--- src/rtl/clksel_ctrl.sv ---
// clksel_ctrl: speed-request controller for the CPU clock switcher.
// Watches the CPU address bus (sampled on each rising edge of the switched
// CPU clock) and drives the switcher's high-speed select and divider selects.
// Accesses to the I/O window 0xFC00-0xFEFF, or turbo being disabled, force
// low-speed operation. High speed resumes only after HOLD quiet CPU cycles.
//
// Parameters:
//   SETTLE - hsclk_in cycles allowed for a switcher handover (1..31)
//   HOLD   - non-slow CPU cycles required before returning to high speed (0..15)
//
// Ports:
//   hsclk_in       - sole clock, all flops on its rising edge
//   rst            - asynchronous active-high reset
//   cpuclk_in      - switched CPU clock, asynchronous to hsclk_in
//   cpu_addr       - CPU address, stable while cpuclk_in is high
//   cfg_wr         - one-cycle config write strobe
//   cfg_data       - [0] turbo_en, [2:1] hsclk_div_sel, [4:3] cpuclk_div_sel
//   hsclk_sel      - 1 requests the high-speed clock
//   hsclk_div_sel  - high-speed divider select to the switcher
//   cpuclk_div_sel - CPU clock divider select to the switcher
//   slow_active    - 1 while in LSMODE or TOLS
//   busy           - 1 while a handover (TOLS or TOHS) is in progress
module clksel_ctrl #(
  parameter int unsigned SETTLE = 16,
  parameter int unsigned HOLD   = 4
) (
  input  logic        hsclk_in,
  input  logic        rst,
  input  logic        cpuclk_in,
  input  logic [15:0] cpu_addr,
  input  logic        cfg_wr,
  input  logic [4:0]  cfg_data,
  output logic        hsclk_sel,
  output logic [1:0]  hsclk_div_sel,
  output logic [1:0]  cpuclk_div_sel,
  output logic        slow_active,
  output logic        busy
);

  typedef enum logic [1:0] {
    HSMODE,
    TOLS,
    LSMODE,
    TOHS
  } state_e;

  localparam logic [4:0] SETTLE_C = 5'(SETTLE);
  localparam logic [3:0] HOLD_C   = 4'(HOLD);

  state_e     state_q;
  logic       sync1_q, sync2_q, edge_q;
  logic       sample_q, slow_hit_q;
  logic       hsclk_sel_q;
  logic [4:0] settle_q;
  logic [3:0] hold_q;
  logic       pend_slow_q;
  logic [4:0] pend_cfg_q;
  logic       cfg_dirty_q;
  logic       turbo_q;
  logic [1:0] hdiv_q, cdiv_q;

  logic rise_d;
  logic slow_hit_d;
  logic slow_req;
  logic unused_addr_lo;

  // Only the upper address byte takes part in the I/O window decode.
  assign unused_addr_lo = ^cpu_addr[7:0];

  assign rise_d     = sync2_q & ~edge_q;
  assign slow_hit_d = (cpu_addr[15:10] == 6'h3F) & (cpu_addr[15:8] != 8'hFF);
  assign slow_req   = slow_hit_q | ~turbo_q;

  // Synchronizer, edge detect, and address capture. The sample pulse is
  // registered together with the decoded address so the FSM sees both on
  // the same cycle.
  always_ff @(posedge hsclk_in or posedge rst) begin
    if (rst) begin
      sync1_q    <= 1'b0;
      sync2_q    <= 1'b0;
      edge_q     <= 1'b0;
      sample_q   <= 1'b0;
      slow_hit_q <= 1'b0;
    end else begin
      sync1_q  <= cpuclk_in;
      sync2_q  <= sync1_q;
      edge_q   <= sync2_q;
      sample_q <= rise_d;
      if (rise_d) slow_hit_q <= slow_hit_d;
    end
  end

  // Pending config is applied only while settled in LSMODE; a write landing
  // in the transfer cycle keeps cfg_dirty set so the newer value follows.
  always_ff @(posedge hsclk_in or posedge rst) begin
    if (rst) begin
      pend_cfg_q  <= '0;
      cfg_dirty_q <= 1'b0;
      turbo_q     <= 1'b0;
      hdiv_q      <= '0;
      cdiv_q      <= '0;
    end else begin
      if (cfg_wr) pend_cfg_q <= cfg_data;
      if (state_q == LSMODE && cfg_dirty_q) begin
        turbo_q <= pend_cfg_q[0];
        hdiv_q  <= pend_cfg_q[2:1];
        cdiv_q  <= pend_cfg_q[4:3];
      end
      if (cfg_wr) cfg_dirty_q <= 1'b1;
      else if (state_q == LSMODE) cfg_dirty_q <= 1'b0;
    end
  end

  always_ff @(posedge hsclk_in or posedge rst) begin
    if (rst) begin
      state_q     <= LSMODE;
      hsclk_sel_q <= 1'b0;
      settle_q    <= '0;
      hold_q      <= '0;
      pend_slow_q <= 1'b0;
    end else begin
      unique case (state_q)
        HSMODE: begin
          if (pend_slow_q || (sample_q && slow_req) || cfg_wr) begin
            state_q     <= TOLS;
            hsclk_sel_q <= 1'b0;
            settle_q    <= SETTLE_C;
            pend_slow_q <= 1'b0;
          end
        end
        TOLS: begin
          if (settle_q == '0) begin
            state_q <= LSMODE;
            hold_q  <= HOLD_C;
          end else begin
            settle_q <= settle_q - 5'd1;
          end
        end
        LSMODE: begin
          // A slow access in the same cycle as the exit check wins, so a
          // just-seen I/O access never rides into the high-speed handover.
          if (sample_q && slow_req) begin
            hold_q <= HOLD_C;
          end else if (hold_q == '0 && turbo_q && !cfg_dirty_q) begin
            state_q     <= TOHS;
            hsclk_sel_q <= 1'b1;
            settle_q    <= SETTLE_C;
          end else if (sample_q && hold_q != '0) begin
            hold_q <= hold_q - 4'd1;
          end
        end
        TOHS: begin
          if (sample_q && slow_req) pend_slow_q <= 1'b1;
          if (settle_q == '0) state_q <= HSMODE;
          else settle_q <= settle_q - 5'd1;
        end
        default: begin
          state_q     <= LSMODE;
          hsclk_sel_q <= 1'b0;
        end
      endcase
    end
  end

  assign hsclk_sel      = hsclk_sel_q;
  assign hsclk_div_sel  = hdiv_q;
  assign cpuclk_div_sel = cdiv_q;
  assign slow_active    = (state_q == LSMODE) || (state_q == TOLS);
  assign busy           = (state_q == TOLS) || (state_q == TOHS);

endmodule

--- config.mk ---
export PLATFORM = sky130hd
export DESIGN_NAME = clksel_ctrl
export DESIGN_NICKNAME = d
export VERILOG_FILES = /design/src/rtl/clksel_ctrl.sv
export SDC_FILE = /design/constraint.sdc
export NUM_CORES = 1
export LEC_CHECK = 0
export CORE_MARGIN = 2
export CORE_UTILIZATION = 35
export DETAILED_ROUTE_END_ITERATION = 7
export PLACE_DENSITY_LB_ADDON = 0.05
export SKIP_LAST_GASP = 1
export SYNTH_ARGS = -nofsm -noshare
export SYNTH_HDL_FRONTEND = slang
export SYNTH_SLANG_ARGS = --single-unit
--- constraint.sdc ---
create_clock -name hsclk_in -period 2 [get_ports hsclk_in]
set_clock_uncertainty 0.15 [all_clocks]
set_input_delay 0.4 -clock hsclk_in [delete_from_list [all_inputs] [get_ports hsclk_in]]
set_output_delay 0.4 -clock hsclk_in [all_outputs]
set_load 0.01 [all_outputs]
==> results.sh, run 1 <==
export IMPL_num_vias=1159
export IMPL_syn_inst=124
export IMPL_timing_fmax_mhz=506
export IMPL_drt_iter0_drc=72
export IMPL_netlist_area_sq_um=1480
export IMPL_post_place_ws_ns=-0.139
export IMPL_startpoint="hold_q[0]"
export IMPL_ys_ff_latch=29
export IMPL_cp_arrival_ns=2.02
export IMPL_relSlewSlack=0.749
export IMPL_drc=0
export IMPL_worstMarginPinSlew_ns=0.371
export IMPL_grt_max_degree=30
export IMPL_period_share=0.989
export IMPL_clockBufferDepth=2
export IMPL_dieArea_sq_um=4750
export IMPL_end_kind="flip-flop"
export IMPL_wl_per_cell_microns=14.3
export IMPL_total_leakage_power_nw=0.966
export IMPL_grt_pass1_wl_mm=5.21
export IMPL_finalWorstPathRequiredPeriod_ns=1.98
export IMPL_powerDensity_nw_per_um2=1580
export IMPL_hold_depth=0
export IMPL_fin_ws_ns=0.0219
export IMPL_dp_hpwl_mm=2.21
export IMPL_hold_class="reg2reg"
export IMPL_synth_flop_cell="dfrtp_1"
export IMPL_dieHeight_microns=69.0
export IMPL_wl_mm=3.27
export IMPL_vdd_drop_max_uv=805
export IMPL_setup_viol=0
export IMPL_placed_cells=210
export IMPL_clock_sinks=29
export IMPL_drv_slew=0
export IMPL_ys_seq_area_frac=0.492
export IMPL_finalHoldViolCount=0
export IMPL_synth_top_cell_area_share=0.475
export IMPL_numCtsBuffers=5
export IMPL_ios=32
export IMPL_clk_pin_slew_worst_paths_ns=0.07
export IMPL_grt_pass1_vias=1155
export IMPL_min_from="sync1_q"
export IMPL_cts_max_level=2
export IMPL_ant_nets=0
export IMPL_area_growth_syn_to_layout_pct=50.4
export IMPL_start_util=0.366
export IMPL_max_cap_violations=0
export IMPL_crit_type="reg2reg"
export IMPL_antenna_found_initial=0
export IMPL_drtPass1Iterations=4
export IMPL_outcome="finished clean"
export IMPL_finalNonFillerCells=229
export IMPL_yosys_top_cells_area="dfrtp_1 47%, mux2_2 8.4%, ha_1 5.1%"
export IMPL_reg2reg_depth=6
export IMPL_synthTopCellsByCount="28 x dfrtp_1, 13 x inv_1, 11 x mux2_2"
export IMPL_avgSynthCellArea_sq_um=11.9
export IMPL_path_max_fanout=7
export IMPL_yosys_warnings=0
export IMPL_gr_usage_all_layers=0.152
export IMPL_crit_required_ns=2.04
export IMPL_die_w_microns=69.0
export IMPL_insertedDiodeCount=0
export IMPL_routabilityCongestion=0.781
export IMPL_overflow=0
export IMPL_std_cell_rows=23
export IMPL_cts_root_buf="clkbuf_8"
export IMPL_rsz0062_at_grt="yes"
export IMPL_worst_skew_pair_late_latency_ns=0.27
export IMPL_nNetsFinal=209
export IMPL_synthArstFlopShare=1.00
export IMPL_cts_hold_buf=0
export IMPL_yosysUniqueCellTypes=38
export IMPL_yosysTopAreaCell="dfrtp_1"
export IMPL_synth_most_common_cell="dfrtp_1"
export IMPL_cp_start_kind="flip-flop"
export IMPL_reg2reg_from="hold_q[0]"
export IMPL_vias_per_cell=5.06
export IMPL_core_sq_um=4030
export IMPL_synth_nets=155
export IMPL_drive_above_1_share=0.436
export IMPL_io_buffers=23
export IMPL_cts_tree="built"
export IMPL_synth_edf_count=0
==> path summary, 6_finish.rpt <==
path / endpoint / slack (ns)
max in group asynchronous: state_q[1] / 1.03
worst min-delay path: sync2_q / 0.21
min in group asynchronous: sample_q / 0.35
worst max register to register: state_q[1] / 0.02
worst min register to register: sync2_q / 0.21
worst max-delay path: state_q[1] / 0.02
==> repair_timing <==
action,CTS,global route
setup buffers,5,6
gates resized for setup,12,28
pin swaps,2,4
setup endpoints to repair,7,11
==> logic make-up (layout without fill, tap and decap cells) <==
logic type / Yosys count / count (layout) / synth area share
adders and majority gates: 6 / 6 / 0.0508
DFF: 29 / 29 / 0.492
AOI/OAI and AO/OA: 30 / 30 / 0.153
buffers and inverters: 15 / 70 / 0.0398
and+or+nand+nor: 29 / 29 / 0.147
muxes: 15 / 15 / 0.117
==> critical path, stage by stage, from the launching register on <==
cell	delay, ns
dfrtp_1	0.39
inv_2	0.07
ha_2	0.17
nor3b_4	0.27
a21oi_4	0.16
nor4_4	0.35
mux2_4	0.33
==> cells in the final DEF, fill, tap and decap left out, types with 2 or more instances in the layout <==
cell             netlist  layout
nand2b_1               2       2
inv_2                  0       4
or3_4                  1       2
dfrtp_1               28      28
o31ai_1                4       2
nand2_1                6       6
nor2b_1                3       3
nor2_1                 5       4
mux2_2                11      11
buf_6                  0       3
o41ai_1                6       2
ha_1                   6       2
inv_1                 13       8
ha_4                   0       2
ha_2                   0       2
buf_4                  0      24
clkbuf_8               0       6
mux2i_1                2       2
o21ai_0                6       4
a211oi_1               2       2
o31ai_2                1       3
clkdlybuf4s50_1        0      21
nor3b_4                1       2
a21oi_1                4       4
o41ai_2                1       4
==> report_power, final <==
part	internal (W)	switching (W)	leakage (nW)	total, W
clock	0.000406	0.000212	0.0585	0.000618
sequential	0.000779	0.000152	0.352	0.000931
combinational	0.00106	0.000910	0.556	0.00197
total	0.00224	0.00127	0.966	0.00352
==> metrics by stage <==
step	power (W)	hold WS [ns]	setup TNS (ns)	instance area, sq um	utilization
2_1_floorplan	0.00186	0.181	0	1480	-
3_3_place_gp	0.00243	0.185	-0.831	1870	0.465
3_5_place_dp	0.00246	0.186	-0.891	1870	0.465
4_1_cts	0.00317	0.209	0	2050	0.508
5_1_grt	0.00377	0.216	-0.346	2220	0.551
6_report	0.00352	0.206	0	2220	0.551
==> state kept, by name, summed over array words and instances (netlist names), 2 cells and up <==
| name | flops |
|---|---|
| cpuclk_div_sel | 2 |
| pend_cfg_q | 5 |
| state_q | 2 |
| hold_q | 4 |
| settle_q | 5 |
| hsclk_div_sel | 2 |
==> layer usage <==
metal	GRT usage	up-vias	wire, microns
met5	0	-	0
met4	0.0515	0	33
met3	0.0519	6	110
met2	0.250	26	1650
met1	0.187	568	1480
li1	-	559	-
==> final cells by class <==
type | count | area [sq um]
multi-input cells | 80 | 830
repair buffers | 49 | 434
well taps | 50 | 62.6
clock inverters | 1 | 30.0
flip-flops and latches | 29 | 727
fillers | 359 | 1810
clock buffers | 7 | 86.3
inverters | 13 | 51.3
Note: power is estimated with default switching activity, not from simulation.
==> inputs of run 2 (changes only) <==
--- a/config.mk
+++ b/config.mk
@@ -6,7 +6,7 @@
 export NUM_CORES = 1
 export LEC_CHECK = 0
 export CORE_MARGIN = 2
-export CORE_UTILIZATION = 35
+export CORE_UTILIZATION = 44
 export DETAILED_ROUTE_END_ITERATION = 7
 export PLACE_DENSITY_LB_ADDON = 0.05
 export SKIP_LAST_GASP = 1
==> run 2 against run 1 <==
Net effect: the run now ends with negative setup slack left; register-to-register slack got worse by 0.08 ns; first-iteration DRC count rose by 4.2%; via count rose by 1.8%; cell count fell by 0.44%; clock-buffer cell count fell by 1; final area fell by 2.6%; worst setup slack got worse by 0.081 ns; sequential share of layout area rose by 0.87 points; wire length rose by 0.92%; core utilization rose by 11 points; maximum frequency fell by 4.0%; highest routed layer unchanged.
==> results.sh, run 2 (same netlist as run 1, synthesis figures left out) <==
export IMPL_outcome="finished, violations left"
export IMPL_violations="negative setup slack"
export IMPL_powerDensity_nw_per_um2=1550
export IMPL_clk_pin_slew_worst_paths_ns=0.11
export IMPL_crit_chain="buf_4 -> buf_4 -> ha_1 -> inv_2 -> nor3_4 -> or3_4 -> o41ai_2"
export IMPL_intPower_w=0.00211
export IMPL_reg2reg_from="state_q[1]"
export IMPL_cts_hold_buf=0
export IMPL_drv_slew=0
export IMPL_dieHeight_microns=61.9
export IMPL_gr_usage_all_layers=0.195
export IMPL_wl_per_cell_microns=14.5
export IMPL_die_w_microns=61.9
export IMPL_switchingPower_w=0.00124
export IMPL_fin_ws_ns=-0.0595
export IMPL_antenna_found_initial=0
export IMPL_cp_slowest_stage_delay_ns=0.42
export IMPL_area_growth_syn_to_layout_pct=46.5
export IMPL_overflow=0
export IMPL_wl_mm=3.30
export IMPL_path_max_fanout=5
export IMPL_routabilityCongestion=0.853
export IMPL_crit_required_ns=2.09
export IMPL_finalWorstPathRequiredPeriod_ns=2.06
export IMPL_fillers=269
export IMPL_timing_fmax_mhz=486
export IMPL_cts_max_level=2
export IMPL_vias_per_cell=5.18
export IMPL_clkPwrFrac=0.154
export IMPL_ios=32
export IMPL_crit_type="reg2reg"
export IMPL_drive_above_1_share=0.429
export IMPL_nNetsFinal=212
export IMPL_cts_tree="built"
export IMPL_period_share=1.03
export IMPL_top_regs="pend_cfg_q (5), settle_q (5), hold_q (4)"
export IMPL_grt_pass1_wl_mm=5.29
export IMPL_num_vias=1180
export IMPL_rsz0062_at_grt="yes"
export IMPL_cts_root_buf="clkbuf_4"
export IMPL_end_kind="flip-flop"
export IMPL_utilization=0.659
export IMPL_drt_iter0_drc=75
export IMPL_grt_pass1_vias=1177
export IMPL_layout_common_cells="29 x buf_4, 28 x dfrtp_1, 21 x clkdlybuf4s50_1"
export IMPL_cp_arrival_ns=2.15
export IMPL_start_util=0.450
export IMPL_vdd_drop_max_uv=856
export IMPL_numCtsBuffers=5
export IMPL_worst_skew_pair_late_latency_ns=0.33
export IMPL_dieArea_sq_um=3830
export IMPL_reg2reg_depth=7
export IMPL_max_cap_violations=0
export IMPL_total_leakage_power_nw=0.963
export IMPL_drc=0
export IMPL_std_cell_rows=21
export IMPL_insertedDiodeCount=0
export IMPL_critPathMostFrequentCell="buf_4"
export IMPL_worstMarginPinSlew_ns=0.378
export IMPL_min_to="sync2_q"
export IMPL_finalHoldViolCount=0
export IMPL_swShare=0.370
export IMPL_core_sq_um=3280
export IMPL_seqPwrFrac=0.279
export IMPL_power_w=0.00334
export IMPL_drtPass1Iterations=4
export IMPL_grt_max_degree=30
export IMPL_ant_nets=0
export IMPL_relSlewSlack=0.744
export IMPL_hold_class="reg2reg"
export IMPL_hold_depth=0
export IMPL_ff2ff_setup_slack_ns=-0.06
export IMPL_min_from="sync1_q"
export IMPL_io_buffers=23
export IMPL_clockBufferDepth=2
export IMPL_dp_hpwl_mm=2.28
export IMPL_clock_sinks=29
export IMPL_cp_start_kind="flip-flop"
export IMPL_combPwrFrac=0.567
export IMPL_setup_viol=4
export IMPL_reg2reg_to="settle_q[2]"
export IMPL_final_common_cell="buf_4"
export IMPL_tns_ns=-0.167
export IMPL_cp_slowest_cell="or3_4"
[run 2: layer usage]
| metal | wire, microns | track usage |
|---|---|---|
| met1 | 1360 | 0.228 |
| met2 | 1790 | 0.338 |
| met3 | 104 | 0.0600 |
| met4 | 50 | 0.0699 |
| met5 | 0 | 0 |
[run 2: worst max-delay path by stage]
stage / from / to / depth (start not counted)
2_1_floorplan: state_q[1] / state_q[1] / 6
3_3_place_gp: cfg_wr / state_q[1] / 5
3_5_place_dp: cfg_wr / state_q[1] / 5
4_1_cts: state_q[1] / busy / 5
5_1_grt: state_q[1] / settle_q[2] / 7
6_report: state_q[1] / settle_q[2] / 7
[run 2: critical path: cells and delay by family, from the launching register on]
| family | cells | cell delay [ns] |
|---|---|---|
| AOI/OAI and AO/OA | 1 | 0.32 |
| DFF | 1 | 0.39 |
| adders and majority gates | 1 | 0.20 |
| buffers and inverters | 3 | 0.40 |
| and+or+nand+nor | 2 | 0.50 |
[run 2: timing repair]
item	CTS	global route
cloned	0	0
setup buffers	2	10
pin swaps	1	3
endpoints found under the setup margin	6	10
resized for setup	16	15
[run 2: power groups by stage]
stage / Combinational (W) / Sequential, W / Clock [W]
3_3_place_gp: 0.00152 / 0.000918 / 0
2_1_floorplan: 0.000937 / 0.000928 / 0
6_report: 0.00190 / 0.000931 / 0.000516
5_1_grt: 0.00208 / 0.000957 / 0.000563
3_5_place_dp: 0.00155 / 0.000934 / 0
4_1_cts: 0.00163 / 0.000923 / 0.000531
[run 2: layout make-up]
type	count	area, sq um	share of cell area
multi-input cells	80	803	0.371
flip-flops and latches	29	727	0.336
repair buffers	52	438	0.202
well taps	46	57.6	0.0266
clock buffers	6	51.3	0.0237
inverters	13	48.8	0.0226
clock inverters	2	37.5	0.0174
[run 2: through the flow]
stage	setup slack (ns)	cell area [sq um]	cells	hold slack (ns)
finish	-0.0595	2160	228	0.211
detailed placement	-0.131	1880	208	0.186
floorplan	0.0335	1480	124	0.181
CTS	-0.00368	2020	218	0.219
global placement	-0.110	1880	208	0.190
global route	-0.110	2160	228	0.222
